## config.mk

```make
export PLATFORM = sky130hd
export DESIGN_NAME = regfile_port_ctrl
export DESIGN_NICKNAME = d
export VERILOG_FILES = /design/src/rtl/regfile_port_ctrl.sv
export SDC_FILE = /design/constraint.sdc
export NUM_CORES = 1
export LEC_CHECK = 0
export CORE_AREA = 10 10 70 116
export DETAILED_ROUTE_END_ITERATION = 7
export DIE_AREA = 0 0 80 126
export GPL_ROUTABILITY_DRIVEN = 0
export GPL_TIMING_DRIVEN = 1
export PLACE_DENSITY = 0.95
export REMOVE_ABC_BUFFERS = 1
export SLEW_MARGIN = 20
export SYNTH_ARGS = -nofsm -noshare
export SYNTH_HDL_FRONTEND = slang
export SYNTH_SLANG_ARGS = --single-unit
```

## constraint.sdc

```tcl
create_clock -name clk -period 3.1 [get_ports clk]
set_input_delay 0.465 -clock clk [delete_from_list [all_inputs] [get_ports clk]]
set_output_delay 0.465 -clock clk [all_outputs]
set_load 0.02 [all_outputs]
```

## src/rtl/regfile_port_ctrl.sv

```systemverilog
// Register file port controller: sequences operand reads and write-backs
// onto a single-clock 16x16 register file with registered read data.
// Write-back shares the port-1 select line and wins over a new read in IDLE;
// write-backs landing while operands are held are forwarded into them.
module regfile_port_ctrl #(
    parameter int DATA_W   = 16,
    parameter int SEL_W    = 4,
    parameter int FLAG_SEL = 14,
    parameter int PC_SEL   = 15
) (
    input  logic              clk,
    input  logic              rst,
    input  logic              req_valid,
    output logic              req_ready,
    input  logic [SEL_W-1:0]  req_src1,
    input  logic [SEL_W-1:0]  req_src2,
    input  logic [SEL_W-1:0]  req_dst,
    output logic              op_valid,
    input  logic              op_ready,
    output logic [DATA_W-1:0] op_a,
    output logic [DATA_W-1:0] op_b,
    output logic [SEL_W-1:0]  op_dst,
    input  logic              wb_valid,
    output logic              wb_ready,
    input  logic [SEL_W-1:0]  wb_sel,
    input  logic [DATA_W-1:0] wb_data,
    output logic [SEL_W-1:0]  rf_sel1,
    output logic [SEL_W-1:0]  rf_sel2,
    output logic [DATA_W-1:0] rf_in,
    output logic              rf_write_en,
    input  logic [DATA_W-1:0] rf_out1,
    input  logic [DATA_W-1:0] rf_out2
);

    localparam logic [SEL_W-1:0] FLAG_IDX = SEL_W'(FLAG_SEL);
    localparam logic [SEL_W-1:0] PC_IDX   = SEL_W'(PC_SEL);

    typedef enum logic [1:0] {
        IDLE,
        READ,
        CAPT,
        HOLD
    } state_t;

    state_t           state;
    logic [SEL_W-1:0] src1_q;
    logic [SEL_W-1:0] src2_q;
    logic             wb_accept;
    logic             wb_legal;
    logic             req_accept;
    logic             hit_a;
    logic             hit_b;

    // Handshake readiness: write-back is open in IDLE and HOLD, a new read only in IDLE with no write-back pending
    always_comb begin
        wb_ready  = 1'b0;
        req_ready = 1'b0;
        if (!rst) begin
            wb_ready  = (state == IDLE) || (state == HOLD);
            req_ready = (state == IDLE) && !wb_valid;
        end
    end

    assign wb_accept   = wb_valid && wb_ready;
    assign wb_legal    = (wb_sel != '0) && (wb_sel != FLAG_IDX) && (wb_sel != PC_IDX);
    assign req_accept  = req_valid && req_ready;

    // Write port: flags, PC and r0 are never strobed; illegal write-backs are swallowed
    assign rf_write_en = wb_accept && wb_legal;
    assign rf_sel1     = wb_accept ? wb_sel : src1_q;
    assign rf_sel2     = src2_q;
    assign rf_in       = wb_data;

    // Forwarding hits against the operands currently being held
    assign hit_a       = rf_write_en && (wb_sel == src1_q);
    assign hit_b       = rf_write_en && (wb_sel == src2_q);

    // Read sequencer: latch request, present selects, capture registered read data, hold until taken
    always_ff @(posedge clk or posedge rst) begin
        if (rst) begin
            state    <= IDLE;
            src1_q   <= '0;
            src2_q   <= '0;
            op_dst   <= '0;
            op_valid <= 1'b0;
            op_a     <= '0;
            op_b     <= '0;
        end else begin
            case (state)
                IDLE: begin
                    if (req_accept) begin
                        src1_q <= req_src1;
                        src2_q <= req_src2;
                        op_dst <= req_dst;
                        state  <= READ;
                    end
                end
                READ: begin
                    state <= CAPT;
                end
                CAPT: begin
                    op_a     <= rf_out1;
                    op_b     <= rf_out2;
                    op_valid <= 1'b1;
                    state    <= HOLD;
                end
                HOLD: begin
                    if (op_ready) begin
                        op_valid <= 1'b0;
                        state    <= IDLE;
                    end else begin
                        if (hit_a) begin
                            op_a <= wb_data;
                        end
                        if (hit_b) begin
                            op_b <= wb_data;
                        end
                    end
                end
                default: begin
                    state <= IDLE;
                end
            endcase
        end
    end

endmodule
```

# Word level (Yosys, flattened, before mapping)
# Cells that the tools add are included.
[word_totals]
reg_bits = 47
out_inout_bits = 64
word_cells = 51
[op_classes]
eq_ne = 12
mux = 14
n_reduce_logical = 18
[ops]
columns = ["op", "count"]
rows = [
  ["16-bit two-way mux", 4],
  ["16-bit case mux with 2 select lines", 2],
  ["2-bit != test (second input constant)", 5],
  ["4-bit == test", 2],
  ["1-bit logical AND", 8],
  ["4-bit != test (second input constant)", 2],
  ["2-bit case mux with 4 select lines", 1],
  ["2-bit AND reduction", 3],
  ["3-bit AND reduction", 2],
  ["2-bit == test (second input constant)", 2],
  ["2-bit two-way mux", 2],
  ["4-bit two-way mux", 1],
  ["4-bit nonzero test", 1],
  ["1-bit two-way mux", 3],
  ["2-bit by 1-bit == test with 1-bit output (second input constant)", 1],
  ["2-bit logical NOT", 1],
  ["1-bit case mux with 2 select lines", 1],
  ["2-bit nonzero test", 1],
  ["1-bit logical NOT", 1],
  ["1-bit logical OR", 1],
]

# Depth between registers and ports, before layout
[depth]
depth_word = 9
mapped_depth = 8
depth_no_buf = 6

# Least setup slack after synthesis
# Ideal clock, no wire load.
[synth_timing]
kind = "register to register"
start = "reg state[0]"
end = "reg op_dst[0]"
setup_ns = 0.125
arrival_time_ns = 2.066
path_slack_ns = 0.909
path_stages_with_launch = 7
n_path_buf = 1
period_less_slack_ns = 2.191
cell_sequence = "dfrtp_1 -> inv_1 -> ha_1 -> nor3b_1 -> and2_1 -> buf_2 -> mux2_2"
[synth_via]
elab_chain_cells = 5
[synth_rtl]
columns = ["item", "line_no", "source"]
rows = [
  ["from (decl)", "45", "state_t state;"],
  ["from (signal assigned)", "81", "state <= IDLE;"],
  ["from (signal assigned)", "95", "state <= READ;"],
  ["from (signal assigned)", "99", "state <= CAPT;"],
  ["2-bit logical NOT", "60", "req_ready = (state == IDLE) && !wb_valid;"],
  ["1-bit logical AND", "60", ""],
  ["1-bit two-way mux", "58", "if (!rst) begin"],
  ["net req_ready", "14", "output logic req_ready,"],
  ["1-bit logical AND", "66", "assign req_accept = req_valid && req_ready;"],
  ["2-bit AND reduction (no line)", "--", ""],
  ["to (signal assigned)", "94", "op_dst <= req_dst;"],
  ["to (decl)", "22", "output logic [SEL_W-1:0] op_dst,"],
]
# The timed path passes the listed nets, and every way through them passes these cells.
# A chain may end at the register's enable or synchronous reset.

# Worst setup path in the final report
[layout_timing]
start = "reg state[1]"
end = "out rf_sel1[2]"
[layout_via]
elab_chain_cells = 5
word_cells_on_any_way = 6
cone_classes = "eq/ne: 1; mux: 2; reduce/logical: 3"
[layout_rtl]
columns = ["item", "line_no", "source"]
rows = [
  ["2-bit == test / 2-bit logical NOT (equally long branches)", "59", "wb_ready = (state == IDLE) || (state == HOLD);"],
  ["1-bit logical OR (*)", "59", ""],
  ["1-bit two-way mux (*)", "58", ""],
  ["1-bit logical AND (*)", "64", "assign wb_accept = wb_valid && wb_ready;"],
  ["4-bit two-way mux (*)", "70", "assign rf_sel1 = wb_accept ? wb_sel : src1_q;"],
  ["to (decl)", "27", "output logic [SEL_W-1:0] rf_sel1,"],
]
# Every way passes the cells marked *; elsewhere a longest branch is shown, timed or not.

==> impl_metrics.toml <==
[sta]
grt_setup_unrepaired = "no"
finalHoldViolations = 0
finalClockSkew_ns = 0.008925
fin_tns_setup_ns = 0
fin_hold_ws_ns = 0.5091
min_period_ns = 2.945
final.setup.worst_slack_ns = 0.1552
fin_crit_sh = 0.9499
fmax_ghz = 0.3396
max_slew_margin = 0.4763
slew_viol_final = 0
tightest_slew_ns = 0.7847
setup_viol = 0

[layout]
num-fill-cells = 488
num_antenna_cells = 0
fin_util = 0.6409
area_growth_pct = 53.84
layout_common_cells = "clkdlybuf4s50_1, dfrtp_1, nand2_1, and2_1, mux2_2"
final_common_cell = "clkdlybuf4s50_1"
final_cell_area_um2 = 3961
drive_gt1_frac = 0.1185
nNetsFinal = 418

[grt]
grt_max_degree = 26
grt_util_met2 = 0.3104
globalRouteOverflowTotal = 0
gr-max-usage-layer = "met2"
gr-usage-met1 = 0.1817
grt_pass1_wl_um = 13840
track_usage = 0.1708
met3_usage = 0.04915
grt_pass1_vias = 2587
antenna_found_initial = 0

[critical_path]
cpPeakStageDelay_ns = 0.56
critical_path_class = "reg2out"
endpoint_kind = "output pin"
cp.depth = 5
rr_worst_depth = 6
cpLargestDelayFamily = "buffers and inverters"
critical_path.max_fanout = 7
cp-start-kind = "flop"
crit_arrival_ns = 2.48
worstPathRequired_ns = 2.63
crit_chain = "inv_1, ha_1, nor3b_4, mux2_2, clkdlybuf4s50_1"
crit_buf_inv = 2
cpMaxStageDelayCell = "clkdlybuf4s50_1"

[synth]
yosysUniqueCellTypes = 33
yosysWarnings = 0
synth_top_area_frac = 0.4568
syn_area_um2 = 2575
yosysTopAreaCell = "dfrtp_1"
synth_area_leaders = "dfrtp_1, mux2_2, a221o_1"
synth_edf_count = 0
syn_avg_cell_area_um2 = 11.20
ys_ff_latch = 47
ys_async_sr_fraction = 1.000
syn_inst = 230
synth-seq-area-share = 0.4568
synthFlopType = "dfrtp_1"

[cts]
cts_tree = "yes"
cts_resized = 0
cts.sinks = 47
cts-htree-levels = 2
clockBufferDepth = 2
cts_buffers = 5
clock-root-buffer = "clkbuf_8"
post-cts-setup-buffer-count = 0
clk-insertion-delay-late_ns = 0.29
cts_hold_buffers = 0
clk_pin_slew_ns = 0.08

[place]
io_buffers = 132
placed_cell_area_um2 = 3849
hpwl_um = 7013
post-place-ws_ns = 0.2618

[min_path]
hold_path_class = "reg2reg"
hold_depth = 1

[die]
fp.dieW_um = 80
core_area_um2 = 6181
rows = 38
ioPinCount = 133
fp.dieArea_um2 = 10080
start_util = 0.4166
chipHeight_um = 126

[power_and_ir_drop]
power.density_nw_per_um2 = 971.1
peakVddDrop_mv = 0.5272
power_leakage_nw = 1.565

[detailed_routing]
drtAntennaViolNets = 0
wl_per_cell_um = 20.41
drt-initial-drc-count = 201
viasPerCell = 5.387
drt_wl_total_um = 8693
vias = 2295
drtPass1Iterations = 5
drt_drc_violations_left = 0

[run]
maxCapViolCount = 0

[status]
outcome = "finished clean"
## synthesized netlist by cell type, types with 5 or more instances
cell and number:
buf_4 16, a32oi_1 6, o221ai_1 16, nand2_1 24, and2_1 21, nor2_1 5
o211ai_1 8, clkbuf_1 8, mux2_2 17, a221o_1 16, dfrtp_1 47, nand3_1 5
xnor2_1 8
## layout make-up
class	instances	area (um^2)	area share
Tap cell	80	100.1	0.02527
Timing Repair Buffer	138	1379	0.3481
Sequential cell	47	1176	0.2969
Clock buffer	5	68.82	0.01737
Clock inverter	3	43.79	0.01105
Multi-Input combinational cell	149	1179	0.2975
Inverter	4	15.01	0.003790
## path summary, 6_finish.rpt
kind / from / to / slack (ns)
setup reg to reg: state[1]$_DFFE_PP0P_ / op_a[4]$_DFFE_PP0P_ / 0.54
hold / removal: op_dst[1]$_DFFE_PP0P_ / op_dst[1]$_DFFE_PP0P_ / 0.51
setup / recovery: state[1]$_DFFE_PP0P_ / rf_sel1[2] / 0.16
hold reg to reg: op_dst[1]$_DFFE_PP0P_ / op_dst[1]$_DFFE_PP0P_ / 0.51
max in group asynchronous: rst / state[0]$_DFFE_PP0P_ / 1.90
min in group asynchronous: rst / op_a[3]$_DFFE_PP0P_ / 0.68
## report_power, final
| group | switching, mW | internal [mW] |
|---|---|---|
| clock | 0.200 | 0.240 |
| sequential | 0.208 | 0.926 |
| combinational | 1.16 | 1.12 |
| total | 1.57 | 2.28 |
## routing by layer
metal,vias to the layer above,share of wire
li1,1072,-
met1,1096,0.36
met2,115,0.55
met3,12,0.079
met4,0,0.014
met5,-,0
## logic make-up after synthesis
family | share of synthesized area
adder cells (fa/ha/maj) | 0.01944
multiplexers | 0.07823
XOR/XNOR | 0.02721
AND/OR/NAND/NOR | 0.1550
buffers and inverters | 0.08649
AO/OA/AOI/OAI | 0.1769
flip-flops | 0.4568
## metrics by stage
step | cells | power [mW]
after CTS | 426 | 3.887
after floorplan | 200 | 2.340
after global routing | 426 | 4.098
final | 426 | 3.847
after global placement | 418 | 3.350
after detailed placement | 418 | 3.428
## flip-flops by register name (all words and copies together), names as in the netlist
signal    flops
op_dst        4
state         2
op_valid      1
op_b         16
src1_q        4
rf_sel2       4
op_a         16
Power figures use the tool's default switching activity.
